$ cat config.mk
export PLATFORM = sky130hd
export DESIGN_NAME = uart_tx_fifo
export DESIGN_NICKNAME = d
export VERILOG_FILES = /design/src/rtl/uart_pkg.sv /design/src/rtl/sync_fifo.sv /design/src/rtl/uart_tx_fifo.sv
export SDC_FILE = /design/constraint.sdc
export NUM_CORES = 1
export LEC_CHECK = 0
export BUFFER_PORTS_ARGS = -buffer_cell sky130_fd_sc_hd__buf_2
export CAP_MARGIN = 5
export CORE_MARGIN = 4
export CORE_UTILIZATION = 55
export CTS_BUF_LIST = sky130_fd_sc_hd__clkbuf_8
export CTS_CLUSTER_DIAMETER = 40
export DETAILED_ROUTE_END_ITERATION = 7
export PLACE_DENSITY = 0.8
export SETUP_SLACK_MARGIN = 0.2
export SLEW_MARGIN = 0
export SYNTH_ARGS = -nofsm -noshare
export SYNTH_HDL_FRONTEND = slang
export SYNTH_SLANG_ARGS = --single-unit
$ cat constraint.sdc
create_clock -name i_Clock -period 2.2 [get_ports i_Clock]
set_input_delay 0.11 -clock i_Clock [delete_from_list [all_inputs] [get_ports i_Clock]]
set_output_delay 0.11 -clock i_Clock [all_outputs]
set_load 0.01 [all_outputs]
$ cat src/rtl/uart_pkg.sv
// Shared UART definitions: transmitter FSM states, frame levels and a baud-rate helper.
package uart_pkg;

  typedef enum logic [1:0] {
    StIdle,
    StStart,
    StData,
    StStop
  } tx_state_e;

  localparam int unsigned DATA_BITS   = 8;
  localparam logic        START_LEVEL = 1'b0;
  localparam logic        STOP_LEVEL  = 1'b1;
  localparam logic        IDLE_LEVEL  = 1'b1;

  // Rounded clock cycles per serial bit for a given clock and baud rate.
  function automatic int unsigned clks_per_bit(input int unsigned clk_hz,
                                               input int unsigned baud);
    return (clk_hz + baud / 2) / baud;
  endfunction

endpackage

$ cat src/rtl/sync_fifo.sv
// Synchronous first-word fall-through FIFO; a push while full or a pop while empty is ignored.
module sync_fifo #(
  parameter int unsigned WIDTH = 8,
  parameter int unsigned DEPTH = 4
) (
  input  logic             clk_i,
  input  logic             rst_ni,
  input  logic             push_i,
  input  logic             pop_i,
  input  logic [WIDTH-1:0] din_i,
  output logic [WIDTH-1:0] dout_o,
  output logic             full_o,
  output logic             empty_o
);

  localparam int unsigned PtrW = $clog2(DEPTH);
  localparam int unsigned CntW = PtrW + 1;

  logic [WIDTH-1:0] mem_q [DEPTH];
  logic [PtrW-1:0]  wr_ptr_q, wr_ptr_d;
  logic [PtrW-1:0]  rd_ptr_q, rd_ptr_d;
  logic [CntW-1:0]  count_q, count_d;
  logic             do_push, do_pop;

  assign full_o  = (count_q == CntW'(DEPTH));
  assign empty_o = (count_q == '0);
  assign dout_o  = mem_q[rd_ptr_q];
  assign do_push = push_i && !full_o;
  assign do_pop  = pop_i && !empty_o;

  always_comb begin
    wr_ptr_d = do_push ? wr_ptr_q + PtrW'(1) : wr_ptr_q;
    rd_ptr_d = do_pop  ? rd_ptr_q + PtrW'(1) : rd_ptr_q;
    count_d  = count_q;
    unique case ({do_push, do_pop})
      2'b10:   count_d = count_q + CntW'(1);
      2'b01:   count_d = count_q - CntW'(1);
      default: count_d = count_q;
    endcase
  end

  always_ff @(posedge clk_i) begin
    if (!rst_ni) begin
      wr_ptr_q <= '0;
      rd_ptr_q <= '0;
      count_q  <= '0;
    end else begin
      wr_ptr_q <= wr_ptr_d;
      rd_ptr_q <= rd_ptr_d;
      count_q  <= count_d;
    end
  end

  // Storage needs no reset: the count alone decides what is valid.
  always_ff @(posedge clk_i) begin
    if (do_push) begin
      mem_q[wr_ptr_q] <= din_i;
    end
  end

endmodule

$ cat src/rtl/uart_tx_fifo.sv
// Buffered 8N1 UART transmitter; queued bytes leave back-to-back with no idle gap.
module uart_tx_fifo
  import uart_pkg::*;
#(
  parameter int unsigned CLKS_PER_BIT = 4,
  parameter int unsigned FIFO_DEPTH   = 4
) (
  input  logic       i_Clock,
  input  logic       i_Reset_n,
  input  logic       i_Tx_DV,
  input  logic [7:0] i_Tx_Byte,
  output logic       o_Tx_Ready,
  output logic       o_Tx_Serial,
  output logic       o_Tx_Active,
  output logic       o_Tx_Done
);

  localparam int unsigned CntW = $clog2(CLKS_PER_BIT);
  localparam int unsigned IdxW = $clog2(DATA_BITS);
  localparam logic [CntW-1:0] CntLast = CntW'(CLKS_PER_BIT - 1);
  localparam logic [IdxW-1:0] IdxLast = IdxW'(DATA_BITS - 1);

  tx_state_e      state_q, state_d;
  logic [CntW-1:0] clk_cnt_q, clk_cnt_d;
  logic [IdxW-1:0] bit_idx_q, bit_idx_d;
  logic [7:0]      shift_q, shift_d;
  logic            serial_q, serial_d;
  logic            active_q, active_d;
  logic            done_q, done_d;

  logic       fifo_full, fifo_empty, push, pop, bit_end;
  logic [7:0] fifo_dout;

  assign o_Tx_Ready  = !fifo_full;
  assign push        = i_Tx_DV && o_Tx_Ready;
  assign bit_end     = (clk_cnt_q == CntLast);
  assign o_Tx_Serial = serial_q;
  assign o_Tx_Active = active_q;
  assign o_Tx_Done   = done_q;

  sync_fifo #(
    .WIDTH (8),
    .DEPTH (FIFO_DEPTH)
  ) u_fifo (
    .clk_i   (i_Clock),
    .rst_ni  (i_Reset_n),
    .push_i  (push),
    .pop_i   (pop),
    .din_i   (i_Tx_Byte),
    .dout_o  (fifo_dout),
    .full_o  (fifo_full),
    .empty_o (fifo_empty)
  );

  always_ff @(posedge i_Clock) begin
    if (!i_Reset_n) begin
      state_q   <= StIdle;
      clk_cnt_q <= '0;
      bit_idx_q <= '0;
      shift_q   <= '0;
      serial_q  <= IDLE_LEVEL;
      active_q  <= 1'b0;
      done_q    <= 1'b0;
    end else begin
      state_q   <= state_d;
      clk_cnt_q <= clk_cnt_d;
      bit_idx_q <= bit_idx_d;
      shift_q   <= shift_d;
      serial_q  <= serial_d;
      active_q  <= active_d;
      done_q    <= done_d;
    end
  end

  always_comb begin
    state_d   = state_q;
    clk_cnt_d = bit_end ? '0 : clk_cnt_q + CntW'(1);
    bit_idx_d = bit_idx_q;
    shift_d   = shift_q;
    pop       = 1'b0;
    unique case (state_q)
      StIdle: begin
        clk_cnt_d = '0;
        if (!fifo_empty) begin
          pop       = 1'b1;
          shift_d   = fifo_dout;
          bit_idx_d = '0;
          state_d   = StStart;
        end
      end
      StStart: begin
        if (bit_end) state_d = StData;
      end
      StData: begin
        if (bit_end) begin
          shift_d   = shift_q >> 1;
          bit_idx_d = bit_idx_q + IdxW'(1);
          if (bit_idx_q == IdxLast) state_d = StStop;
        end
      end
      StStop: begin
        // Chain straight into the next start bit when more data is queued.
        if (bit_end) begin
          if (!fifo_empty) begin
            pop       = 1'b1;
            shift_d   = fifo_dout;
            bit_idx_d = '0;
            state_d   = StStart;
          end else begin
            state_d = StIdle;
          end
        end
      end
      default: state_d = StIdle;
    endcase
  end

  // Line outputs follow the current state one edge later, so they stay glitch-free.
  always_comb begin
    serial_d = IDLE_LEVEL;
    active_d = 1'b0;
    done_d   = 1'b0;
    unique case (state_q)
      StIdle: begin
        serial_d = IDLE_LEVEL;
      end
      StStart: begin
        serial_d = START_LEVEL;
        active_d = 1'b1;
      end
      StData: begin
        serial_d = shift_q[0];
        active_d = 1'b1;
      end
      StStop: begin
        serial_d = STOP_LEVEL;
        active_d = 1'b1;
        done_d   = bit_end;
      end
      default: serial_d = IDLE_LEVEL;
    endcase
  end

endmodule

==> results.txt <==
Among all stages on the critical path, the largest delay is contributed by or3b_4. The half-perimeter wire length after detailed placement came out at 3.15 mm. The synthesized design contains 59 register bits.

The first-pass GRT wire length is 8.08 mm. The flow ran to the end, and the final reports show no timing, DRC or antenna violations. The sequential element share of the synthesized area is 59.8%. The total detailed-routing wirelength is 4.89 mm.

The count of final max-slew check failures came to 0. TritonCTS built the clock tree. At the pin with the least slew margin, the transition time is 0.784 ns.

The starting utilization of the core area came out at 57.2%. The number of levels in the clock H-tree is 3. Power spread over the standard cell area amounts to 1420 nW/µm². Clock-pin slew was measured on the worst setup and hold paths at 0.07 ns.

In the final routed layout, each cell accounts on average for 17.6 µm. The post-detailed-route count of antenna-violating nets came out at 0. The number of warnings printed during yosys synthesis came out at 0.

The share of cells above drive strength 1 came out at 37.3%. The remaining design rule violation count came out at 0. The number of antenna violations at the first check in global routing came out at 0. The routability congestion estimate from global placement is 0.713.

The area of the die is 5710 µm². The area used by sequential logic in the layout came out at 1520 µm². STA classifies the critical path startpoint as a flop.

The placeable core area came out at 4380 µm². The count of routing violations after the opening detailed-route iteration came out at 92. The post-route fraction of the period consumed by the critical path is 97.4%. The register-to-register setup slack is 0.06 ns. The horizontal die dimension came out at 75.6 µm.

The maximum vdd drop is 0.000810 V. The clock drives 59 sinks. The multi-input combinational cell area is 1020 µm². For hold timing, the worst endpoint is o_Tx_Serial. Relative to the synthesized area, the layout overhead comes to 26.9%.

The root buffer cell is clkbuf_8. The area of the mapped netlist came out at 2510 µm². The number of hold violations in the final report was 0. The count of different cell masters after synthesis came out at 37. The largest net degree at the start of global routing came out at 15. In the final design database the tool counted 246 nets. STA classifies the critical path endpoint as a flop. The overall global routing resource usage came out at 20.3%. The number of global-route vias before repair came out at 1,675.

The critical path goes through or3b_4 > and2_4 > inv_4 > ha_4 > inv_2 > fa_2 > xor2_1 > or3_1 > a21oi_2. The startpoint identified for the worst register-to-register timing path is u_fifo.count_q[1]. The worst hold path begins at i_Reset_n. During I/O placement, the number of pins put on the boundary was 15. Setup repair after global routing could not meet its margin everywhere.

Summed over all cells, the static leakage comes to 1.18 nW. The number of rows in the core area came out at 24. The number of buffers between clock root and the deepest sink came out at 2. The endpoint identified for the worst register-to-register timing path is u_fifo.count_q[2]. The depth of the most critical reg-to-reg path came out at 9. The wire length on met2 came out at 2.63 mm. The startpoint-to-endpoint class of the critical path is reg2reg. The detailed router put a total of 1.86 mm of wire on met1. The count of vias placed by the detailed router is 1,560. Overall power consumption after layout is estimated at 4.51 mW. The routed wire length on met3 is 200 µm.

The number of nets produced by synthesis came out at 202. In this run the worst path has a maximum fanout of 2. The required time reported for the critical path endpoint is 2.46 ns. The CTS buffer count is 9. The number of buffer cells added on primary ports came out at 14.

The class of the worst hold path is in2reg. Static timing analysis puts the maximum clock frequency at 0.467 GHz. The signal arrival time at the worst endpoint came out at 2.40 ns. The count of max-cap constraint violations is 0. The final setup violation count is 0. In the routed layout, each cell is associated on average with a via count of 5.63. The number of instances on the worst hold path came out at 2. The final antenna diode count is 0.

The source-to-sink clock delay at the later pin of the worst-skew pair came out at 0.33 ns. Averaged over all synthesized cells, the footprint is 14.3 µm². The tightest hold margin came out at 0.0682 ns. The relative slew slack is 47.3%. Global routing finished with a remaining overflow of 0. The die is 75.6 µm tall. The largest stage delay on the critical path is 0.40 ns. The highest metal layer carrying signal wires in the routed design is met4. Before antenna repair, the detailed router went through 5 iterations. The number of fill cells came out at 274. The clock arrives with 0.0103 ns of skew.

Counting every instance in the synthesized netlist gives 176. The time the worst path needs with I/O delays and setup came out at 2.14 ns.
==> cell usage after synthesis <==
library cell | instances | area share (%)
a21boi_0 | 1 | 0.30
nor3_1 | 1 | 0.20
xnor2_1 | 3 | 1.0
or3b_4 | 1 | 0.45
o21ai_2 | 1 | 0.35
nor2_1 | 10 | 1.5
or3_1 | 1 | 0.25
o21ai_0 | 6 | 1.2
and3b_1 | 1 | 0.35
buf_2 | 2 | 0.40
and2_4 | 1 | 0.35
dfxtp_1 | 27 | 22
clkbuf_1 | 3 | 0.45
nor4b_1 | 2 | 0.70
or3_4 | 1 | 0.45
fa_1 | 1 | 0.80
nor2b_1 | 4 | 1.0
o21ba_2 | 1 | 0.40
a221oi_4 | 1 | 1.0
nor3_2 | 3 | 1.2
a221oi_2 | 1 | 0.60
inv_2 | 1 | 0.15
a21oi_2 | 1 | 0.35
mux2i_1 | 9 | 3.6
and3_1 | 5 | 1.2
a21oi_1 | 10 | 2.0
nor4_1 | 3 | 0.75
a22oi_1 | 3 | 0.90
buf_6 | 1 | 0.45
o21ai_1 | 3 | 0.60
o21ba_4 | 1 | 0.65
edfxtp_1 | 32 | 38
ha_1 | 14 | 7.0
inv_1 | 8 | 1.2
mux4_2 | 8 | 7.2
nand2_1 | 3 | 0.45
xor2_1 | 2 | 0.70
==> where the power goes <==
group | switching, mW | internal [mW] | total (mW) | leakage (nW)
combinational | 0.871 | 0.820 | 1.69 | 0.537
sequential | 0.141 | 1.38 | 1.52 | 0.518
clock | 0.426 | 0.865 | 1.29 | 0.127
==> flip-flops by register name, indices dropped and copies added (netlist names), named ones only <==
signal / count
o_Tx_Serial: 1
o_Tx_Active: 1
state_q: 2
bit_idx_q: 3
u_fifo.wr_ptr_q: 2
o_Tx_Done: 1
u_fifo.rd_ptr_q: 2
clk_cnt_q: 2
shift_q: 8
u_fifo.count_q: 3
u_fifo.mem_q: 32
==> cells by family after synthesis <==
family | share of synthesized area [%]
xor gates and xnor gates | 1.75
and+or+nand+nor | 8.87
muxes | 10.8
DFF | 59.8
adders and majority gates | 7.78
AOI/OAI and AO/OA | 8.38
buffers and inverters | 2.64
==> what timing repair did <==
item,in CTS,in global routing
hold buffers,8,0
pin swaps,3,3
buffers inserted,8,7
resized for setup,9,6
hold endpoints to repair,32,0
setup endpoints to repair,5,12
==> worst max-delay path by stage <==
| stage | startpoint | to | cells past startpoint |
|---|---|---|---|
| after floorplan | u_fifo.count_q[1] | u_fifo.count_q[2] | 9 |
| after global placement | state_q[1] | u_fifo.count_q[2] | 10 |
| after detailed placement | state_q[1] | u_fifo.count_q[2] | 10 |
| final | u_fifo.count_q[1] | u_fifo.count_q[2] | 9 |
| after global routing | u_fifo.count_q[1] | u_fifo.count_q[2] | 9 |
| after CTS | state_q[1] | u_fifo.count_q[2] | 9 |
==> layout by cell type, fill, tap and decap left out, drive strengths merged, types with 9 or more instances in the layout <==
cell	synthesis	routed
inv	9	9
clkbuf	3	9
nor2	10	10
mux2i	9	9
a21oi	11	11
ha	14	14
dfxtp	27	27
edfxtp	32	32
o21ai	10	10
buf	3	31
==> cell type report <==
cell class,count,share of cell area [%]
tap,52,2.04
multi-input combinational,102,31.9
inverter,9,1.37
clock inverter,7,4.40
timing repair buffer,39,8.72
sequential,59,47.6
clock buffer,9,3.89
==> stage by stage <==
step                std cells  cell area, µm²  setup TNS, ns  utilization [%]  worst slack, ns
global placement          238            2680              0             61.1           0.0561
floorplan                 176            2560              0                -            0.120
global route              277            3190        -0.0126             72.7          -0.0126
CTS                       270            3110              0             71.0           0.0745
finish                    277            3190              0             72.7           0.0574
detailed placement        238            2680        -0.0651             61.1          -0.0651
==> critical path: cells and delay by family (launching register included) <==
| kind | cells | cell delay [ns] |
|---|---|---|
| simple gates | 3 | 0.90 |
| flops | 1 | 0.34 |
| fa+ha+maj | 2 | 0.45 |
| compound gates | 1 | 0.12 |
| buf+inv | 2 | 0.10 |
| xor+xnor | 1 | 0.16 |
==> layer usage <==
metal / vias up / track usage [%]
met5: - / 0
met2: 49 / 34.8
li1: 744 / -
met4: 0 / 14.2
met1: 749 / 22.0
met3: 18 / 4.75
(Power assumes the default switching activity.)
